$ cat src/rtl/mcu_pkg.sv
// mcu_pkg: shared constants for the multi-cycle MIPS main control unit.
// Holds the 4-bit state encoding, opcode constants, ALU op codes, pc_src and
// alu_src_b mux codes, fault codes and a helper that flags the states that
// wait on the memory handshake.
package mcu_pkg;

    typedef logic [3:0] state_t;

    localparam state_t S_FETCH  = 4'd0;
    localparam state_t S_DECODE = 4'd1;
    localparam state_t S_MEMADR = 4'd2;
    localparam state_t S_MEMRD  = 4'd3;
    localparam state_t S_MEMWB  = 4'd4;
    localparam state_t S_MEMWR  = 4'd5;
    localparam state_t S_EXEC   = 4'd6;
    localparam state_t S_ALUWB  = 4'd7;
    localparam state_t S_BRANCH = 4'd8;
    localparam state_t S_JUMP   = 4'd9;
    localparam state_t S_ADDIEX = 4'd10;
    localparam state_t S_ADDIWB = 4'd11;
    localparam state_t S_TRAP   = 4'd12;

    localparam logic [5:0] OP_RTYPE = 6'b000000;
    localparam logic [5:0] OP_LW    = 6'b100011;
    localparam logic [5:0] OP_SW    = 6'b101011;
    localparam logic [5:0] OP_BEQ   = 6'b000100;
    localparam logic [5:0] OP_J     = 6'b000010;
    localparam logic [5:0] OP_ADDI  = 6'b001000;

    localparam logic [1:0] ALU_ADD   = 2'd0;
    localparam logic [1:0] ALU_SUB   = 2'd1;
    localparam logic [1:0] ALU_FUNCT = 2'd2;

    localparam logic [1:0] PC_SRC_ALU    = 2'b00;
    localparam logic [1:0] PC_SRC_ALUOUT = 2'b01;
    localparam logic [1:0] PC_SRC_JUMP   = 2'b10;

    localparam logic [1:0] SRCB_RT    = 2'b00;
    localparam logic [1:0] SRCB_FOUR  = 2'b01;
    localparam logic [1:0] SRCB_IMM   = 2'b10;
    localparam logic [1:0] SRCB_IMMSH = 2'b11;

    localparam logic [1:0] FAULT_NONE    = 2'b00;
    localparam logic [1:0] FAULT_ILLEGAL = 2'b01;
    localparam logic [1:0] FAULT_MEMTO   = 2'b10;

    // States that stall on mem_ready and therefore run the wait counter.
    function automatic logic is_wait_state(input state_t s);
        return (s == S_FETCH) || (s == S_MEMRD) || (s == S_MEMWR);
    endfunction

endpackage

$ cat src/rtl/mcu_out_dec.sv
// mcu_out_dec: combinational decode of the FSM state into the datapath
// control strobes (Moore outputs).
// Ports:
//   state      - current FSM state
//   fetch_rdy  - mem_ready already gated by reset; drives pc_wr/ir_wr in FETCH
//   pc_wr .. alu_op - datapath control strobes
module mcu_out_dec
    import mcu_pkg::*;
#(
    parameter int ALUOP_W = 2
) (
    input  state_t             state,
    input  logic               fetch_rdy,
    output logic               pc_wr,
    output logic               pc_wr_cond,
    output logic [1:0]         pc_src,
    output logic               i_or_d,
    output logic               mem_rd,
    output logic               mem_wr,
    output logic               ir_wr,
    output logic               reg_dst,
    output logic               reg_wr,
    output logic               mem_to_reg,
    output logic               alu_src_a,
    output logic [1:0]         alu_src_b,
    output logic [ALUOP_W-1:0] alu_op
);

    logic [1:0] alu_code;

    assign alu_op = ALUOP_W'(alu_code);

    always_comb begin
        pc_wr      = 1'b0;
        pc_wr_cond = 1'b0;
        pc_src     = PC_SRC_ALU;
        i_or_d     = 1'b0;
        mem_rd     = 1'b0;
        mem_wr     = 1'b0;
        ir_wr      = 1'b0;
        reg_dst    = 1'b0;
        reg_wr     = 1'b0;
        mem_to_reg = 1'b0;
        alu_src_a  = 1'b0;
        alu_src_b  = SRCB_RT;
        alu_code   = ALU_ADD;

        case (state)
            S_FETCH: begin
                mem_rd    = 1'b1;
                alu_src_b = SRCB_FOUR;
                ir_wr     = fetch_rdy;
                pc_wr     = fetch_rdy;
            end
            S_DECODE: begin
                alu_src_b = SRCB_IMMSH;
            end
            S_MEMADR: begin
                alu_src_a = 1'b1;
                alu_src_b = SRCB_IMM;
            end
            S_MEMRD: begin
                mem_rd = 1'b1;
                i_or_d = 1'b1;
            end
            S_MEMWB: begin
                reg_wr     = 1'b1;
                mem_to_reg = 1'b1;
            end
            S_MEMWR: begin
                mem_wr = 1'b1;
                i_or_d = 1'b1;
            end
            S_EXEC: begin
                alu_src_a = 1'b1;
                alu_code  = ALU_FUNCT;
            end
            S_ALUWB: begin
                reg_wr  = 1'b1;
                reg_dst = 1'b1;
            end
            S_BRANCH: begin
                alu_src_a  = 1'b1;
                alu_code   = ALU_SUB;
                pc_wr_cond = 1'b1;
                pc_src     = PC_SRC_ALUOUT;
            end
            S_JUMP: begin
                pc_wr  = 1'b1;
                pc_src = PC_SRC_JUMP;
            end
            S_ADDIEX: begin
                alu_src_a = 1'b1;
                alu_src_b = SRCB_IMM;
            end
            S_ADDIWB: begin
                reg_wr = 1'b1;
            end
            default: begin
                // TRAP and unused encodings: everything stays at its default.
            end
        endcase
    end

endmodule

$ cat src/rtl/mcu_fsm.sv
// mcu_fsm: multi-cycle main control unit for the MIPS core. Sequences each
// instruction through fetch/decode/execute/memory/writeback, with a memory
// ready handshake, optional wait timeout and a sticky fault trap.
// Ports:
//   clk, rst_n        - clock, async active-low reset
//   op                - opcode from the instruction register
//   mem_ready         - memory completes/accepts the access this cycle
//   pc_wr .. alu_op   - datapath control strobes (from mcu_out_dec)
//   fault, fault_code - sticky trap flag and cause
//   state             - current state, for debug
//
// state  | meaning
// FETCH  | read instruction at PC, PC+4; waits on mem_ready
// DECODE | read registers, compute branch target, dispatch on opcode
// MEMADR | compute lw/sw effective address
// MEMRD  | data memory read; waits on mem_ready
// MEMWB  | write loaded data to rt
// MEMWR  | data memory write; waits on mem_ready
// EXEC   | R-type ALU operation
// ALUWB  | write ALU result to rd
// BRANCH | compare rs/rt, conditional PC write
// JUMP   | unconditional PC write with jump target
// ADDIEX | addi ALU operation
// ADDIWB | write addi result to rt
// TRAP   | illegal opcode or memory timeout; left only by reset
module mcu_fsm
    import mcu_pkg::*;
#(
    parameter int ALUOP_W  = 2,
    parameter int IMM_EN   = 1,
    parameter int WAIT_MAX = 0
) (
    input  logic               clk,
    input  logic               rst_n,
    input  logic [5:0]         op,
    input  logic               mem_ready,
    output logic               pc_wr,
    output logic               pc_wr_cond,
    output logic [1:0]         pc_src,
    output logic               i_or_d,
    output logic               mem_rd,
    output logic               mem_wr,
    output logic               ir_wr,
    output logic               reg_dst,
    output logic               reg_wr,
    output logic               mem_to_reg,
    output logic               alu_src_a,
    output logic [1:0]         alu_src_b,
    output logic [ALUOP_W-1:0] alu_op,
    output logic               fault,
    output logic [1:0]         fault_code,
    output logic [3:0]         state
);

    localparam int             CW      = (WAIT_MAX > 0) ? $clog2(WAIT_MAX + 1) : 1;
    localparam logic [CW-1:0]  CNT_MAX = CW'(WAIT_MAX);

    state_t        state_q;
    state_t        state_nxt;
    logic [CW-1:0] cnt_q;
    logic          fault_q;
    logic [1:0]    fault_code_q;
    logic [1:0]    code_nxt;
    logic          waiting;
    logic          timeout;
    logic          fetch_rdy;

    assign waiting = is_wait_state(state_q);
    // mem_ready arriving on the last allowed cycle wins over the timeout.
    assign timeout = (WAIT_MAX > 0) && waiting && !mem_ready && (cnt_q == CNT_MAX);

    always_comb begin
        state_nxt = state_q;
        code_nxt  = fault_code_q;
        case (state_q)
            S_FETCH: begin
                if (mem_ready) begin
                    state_nxt = S_DECODE;
                end else if (timeout) begin
                    state_nxt = S_TRAP;
                    code_nxt  = FAULT_MEMTO;
                end
            end
            S_DECODE: begin
                case (op)
                    OP_LW, OP_SW: state_nxt = S_MEMADR;
                    OP_RTYPE:     state_nxt = S_EXEC;
                    OP_BEQ:       state_nxt = S_BRANCH;
                    OP_J:         state_nxt = S_JUMP;
                    OP_ADDI: begin
                        if (IMM_EN != 0) begin
                            state_nxt = S_ADDIEX;
                        end else begin
                            state_nxt = S_TRAP;
                            code_nxt  = FAULT_ILLEGAL;
                        end
                    end
                    default: begin
                        state_nxt = S_TRAP;
                        code_nxt  = FAULT_ILLEGAL;
                    end
                endcase
            end
            // op is stable until the next FETCH, so anything not lw here is sw.
            S_MEMADR: state_nxt = (op == OP_LW) ? S_MEMRD : S_MEMWR;
            S_MEMRD: begin
                if (mem_ready) begin
                    state_nxt = S_MEMWB;
                end else if (timeout) begin
                    state_nxt = S_TRAP;
                    code_nxt  = FAULT_MEMTO;
                end
            end
            S_MEMWB:  state_nxt = S_FETCH;
            S_MEMWR: begin
                if (mem_ready) begin
                    state_nxt = S_FETCH;
                end else if (timeout) begin
                    state_nxt = S_TRAP;
                    code_nxt  = FAULT_MEMTO;
                end
            end
            S_EXEC:   state_nxt = S_ALUWB;
            S_ALUWB:  state_nxt = S_FETCH;
            S_BRANCH: state_nxt = S_FETCH;
            S_JUMP:   state_nxt = S_FETCH;
            S_ADDIEX: state_nxt = S_ADDIWB;
            S_ADDIWB: state_nxt = S_FETCH;
            S_TRAP:   state_nxt = S_TRAP;
            default:  state_nxt = S_FETCH;
        endcase
    end

    always_ff @(posedge clk or negedge rst_n) begin
        if (!rst_n) begin
            state_q      <= S_FETCH;
            cnt_q        <= '0;
            fault_q      <= 1'b0;
            fault_code_q <= FAULT_NONE;
        end else begin
            state_q      <= state_nxt;
            fault_code_q <= code_nxt;
            fault_q      <= fault_q | (state_nxt == S_TRAP);
            // Counter saturates at CNT_MAX; with WAIT_MAX=0 it stays at zero.
            if ((state_nxt != state_q) || mem_ready || !waiting) begin
                cnt_q <= '0;
            end else if (cnt_q != CNT_MAX) begin
                cnt_q <= cnt_q + CW'(1);
            end
        end
    end

    // pc_wr/ir_wr must stay low while reset is held, even with mem_ready high.
    assign fetch_rdy  = mem_ready & rst_n;
    assign fault      = fault_q;
    assign fault_code = fault_code_q;
    assign state      = state_q;

    mcu_out_dec #(
        .ALUOP_W (ALUOP_W)
    ) u_out_dec (
        .state      (state_q),
        .fetch_rdy  (fetch_rdy),
        .pc_wr      (pc_wr),
        .pc_wr_cond (pc_wr_cond),
        .pc_src     (pc_src),
        .i_or_d     (i_or_d),
        .mem_rd     (mem_rd),
        .mem_wr     (mem_wr),
        .ir_wr      (ir_wr),
        .reg_dst    (reg_dst),
        .reg_wr     (reg_wr),
        .mem_to_reg (mem_to_reg),
        .alu_src_a  (alu_src_a),
        .alu_src_b  (alu_src_b),
        .alu_op     (alu_op)
    );

endmodule

$ cat config.mk
export PLATFORM = sky130hd
export DESIGN_NAME = mcu_fsm
export DESIGN_NICKNAME = d
export VERILOG_FILES = /design/src/rtl/mcu_pkg.sv /design/src/rtl/mcu_out_dec.sv /design/src/rtl/mcu_fsm.sv
export SDC_FILE = /design/constraint.sdc
export NUM_CORES = 1
export LEC_CHECK = 0
export ABC_AREA = 0
export BUFFER_PORTS_ARGS = -buffer_cell sky130_fd_sc_hd__buf_2
export CORE_MARGIN = 3
export CORE_UTILIZATION = 50
export CTS_BUF_LIST = sky130_fd_sc_hd__clkbuf_8
export DETAILED_ROUTE_END_ITERATION = 8
export GPL_TIMING_DRIVEN = 0
export HOLD_SLACK_MARGIN = 0.06
export PLACE_DENSITY = 0.84
export SLEW_MARGIN = 30
export SYNTH_ARGS = -nofsm -noshare
export SYNTH_HDL_FRONTEND = slang
export SYNTH_HIERARCHICAL = 1
export SYNTH_SLANG_ARGS = --single-unit
$ cat constraint.sdc
create_clock -name clk -period 5.3 [get_ports clk]
set_clock_uncertainty 0.15 [all_clocks]
set_input_delay 1.59 -clock clk [delete_from_list [all_inputs] [get_ports clk]]
set_output_delay 1.59 -clock clk [all_outputs]
set_load 0.02 [all_outputs]
==> results.py <==
metrics = {
    "critical_path": {
        "path_cells": "buf_2 -> and2_1 -> or3b_1 -> a211oi_2 -> buf_2",
        "start_kind": "input port",
        "worstPathArrival_ps": 2640,
        "cp.required_ps": 3560,
        "slowest_delay_ps": 360,
        "critical_path.slowest_cell": "or3b_1",
        "cpMostUsedCell": "buf_2",
        "crit_path_end_kind": "output pin",
        "path_class": "input port to output pin",
        "critPathMaxFanout": 7,
    },
    "placed_design": {
        "dpl.hpwl_um": 1340,
        "gp_congestion": 0.814,
        "port_buffers": 30,
        "place_inst": 140,
    },
    "flow_run": {
        "max-cap-violations": 0,
    },
    "timing": {
        "fmax_mhz": 228,
        "finalHoldViolCount": 0,
        "setup_viol": 0,
        "fin_crit_ps": 4380,
        "drv_slew": 0,
        "min_period_over_period": 0.826,
        "rsz0062_at_grt": "false",
        "setup_tns_ps": 0,
    },
    "yosys": {
        "yosysTopAreaCellShare": 0.210,
        "synthFlopType": "dfrtp_1",
        "avgSynthCellArea_um2": 7.53,
        "async_flop_share": 1.00,
        "ys_seq_area_frac": 0.210,
        "synth_seq_cells": 6,
        "synth-edff-count": 0,
        "ys_types": 43,
        "synth_common_cells": "nor2_1 (10), a21oi_1 (6), buf_2 (6), dfrtp_1 (6), nand2_1 (5)",
        "synth_fp_nets": 104,
        "syn_area_um2": 716,
        "synth_top_area_cell": "dfrtp_1",
        "synthTopCellsByArea": "dfrtp_1 (21%), nor2_1 (5.2%), a21oi_1 (4.2%)",
        "postSynthCellCount": 95,
        "synth_most_common_cell": "nor2_1",
        "ys_warn_count": 6,
    },
    "floorplanning": {
        "fp.coreArea_mm2": 0.00132,
        "dieArea_mm2": 0.00192,
        "io_pins": 32,
        "die_y_um": 43.8,
        "chipWidth_um": 43.8,
        "rows": 13,
        "start_util": 0.543,
    },
    "clocking": {
        "clk_latency_ps": 220,
        "cts_tree": "done",
        "postCtsSetupRepairBufs": 0,
        "cts_root_buffer": "clkbuf_8",
        "cts_buffer_depth": 2,
        "htreeDepth": 1,
        "cts_sinks": 6,
        "cts_buffers": 3,
        "ctsResizeCount": 0,
        "clkTransAtPathRegs_ps": 30,
        "postCtsHoldBufs": 0,
    },
    "global_route": {
        "antenna_found_initial": 0,
        "grt_pass1_wl_um": 2760,
        "grt_pass1_vias": 673,
        "grt_util_all_layers": 0.191,
        "grt_max_degree": 11,
        "grt_overflow": 0,
    },
    "power_and_ir_drop": {
        "leakagePower_nw": 0.451,
        "powerDensity_mw_per_mm2": 539,
        "vdd_drop_max_v": 0.000316,
    },
    "drt": {
        "vias_per_cell": 5.55,
        "first_iter_violations": 24,
        "vias": 794,
        "totalWireLength_um": 1690,
        "postRouteAntennaNets": 0,
        "dr.pass1.iters": 4,
        "drcViolationCount": 0,
        "post_drt_wl_per_cell_um": 11.8,
    },
    "layout": {
        "syn_to_final_growth_pct": 29.4,
        "final.fill_count": 115,
        "regArea_um2": 150,
        "multi_input_area_um2": 483,
        "diodes": 0,
        "drive_gt1_frac": 0.383,
        "nNetsFinal": 139,
        "final_cells": 143,
    },
    "status": {
        "status": "complete, no violations",
    },
    "worst_hold_path": {
        "hp-class": "flop to flop",
    },
}
[critical path, delay by kind of cell]
kind / cells / cell delay, ps
AOI/OAI and AO/OA: 1 / 180
and+or+nand+nor: 2 / 510
buffers and inverters: 2 / 350
[through the flow]
stage               hold slack, ps  setup slack, ps  power (mW)   util  cell area [um2]
floorplan                      438             1140       0.339      -              716
global placement               305              936       0.423  0.671              885
detailed placement             320              924       0.432  0.671              885
CTS                            334              924       0.501  0.703              926
global route                   343              844       0.539  0.703              926
finish                         331              923       0.499  0.703              926
[metal layers]
metal | up-vias | global-route usage | share of wire | wire length, um
li1 | 407 | - | - | -
met1 | 353 | 0.238 | 0.44 | 739
met2 | 30 | 0.299 | 0.46 | 781
met3 | 4 | 0.0332 | 0.076 | 128
met4 | 0 | 0.127 | 0.024 | 40
met5 | - | 0 | 0 | 0
[path summary, 6_finish.rpt]
path / start / endpoint / slack (ps) / cells past startpoint
max in group asynchronous: rst_n / state[3]$_DFF_PN0_ / 3820 / 1
worst max register to register: state[3]$_DFF_PN0_ / state[2]$_DFF_PN0_ / 3690 / 5
worst max-delay path: rst_n / pc_wr / 920 / 5
worst min-delay path: fault_code[0]$_DFFE_PN0P_ / fault_code[0]$_DFFE_PN0P_ / 330 / 1
worst min register to register: fault_code[0]$_DFFE_PN0P_ / fault_code[0]$_DFFE_PN0P_ / 330 / 1
min in group asynchronous: rst_n / state[2]$_DFF_PN0_ / 1040 / 1
[cell families (layout without fill, tap and decap cells)]
group / after synthesis / in the layout / synth area share
other: 1 / 1 / 0.00524
flip-flops: 6 / 6 / 0.210
buffers and inverters: 15 / 48 / 0.115
AND/OR/NAND/NOR: 43 / 43 / 0.360
AO/OA/AOI/OAI: 26 / 26 / 0.259
multiplexers: 1 / 1 / 0.0140
XOR/XNOR: 3 / 3 / 0.0367
[registers in the layout, indices dropped and copies added, names as in the netlist]
register,count
fault_code,1
state,4
fault,1
[placed cells by master (no fill, tap or decap), drive strengths merged, types with 2 or more instances in the layout]
cell / synthesis / routed
buf: 10 / 40
nor2: 10 / 10
o21ai: 8 / 8
a21oi: 6 / 6
dfrtp: 6 / 6
nand2: 5 / 5
nor3: 5 / 5
inv: 4 / 4
nand2b: 4 / 4
clkbuf: 1 / 4
nor2b: 3 / 3
xor2: 2 / 2
nand3: 2 / 2
nor3b: 2 / 2
and2: 2 / 2
or3b: 2 / 2
nor4b: 2 / 2
[cell type report]
cell class | instances | share of cell area
buffer | 11 | 0.0730
sequential | 6 | 0.162
inverter | 4 | 0.0162
timing repair buffer | 30 | 0.162
tap | 15 | 0.0203
clock buffer | 3 | 0.0446
multi-input combinational | 74 | 0.522
[where the power goes]
group | switching (mW) | internal (mW) | total, mW
logic | 0.220 | 0.137 | 0.357
registers | 0.0149 | 0.0592 | 0.0740
clock network | 0.0190 | 0.0487 | 0.0677
No activity file was read; power rests on OpenSTA's default activity.
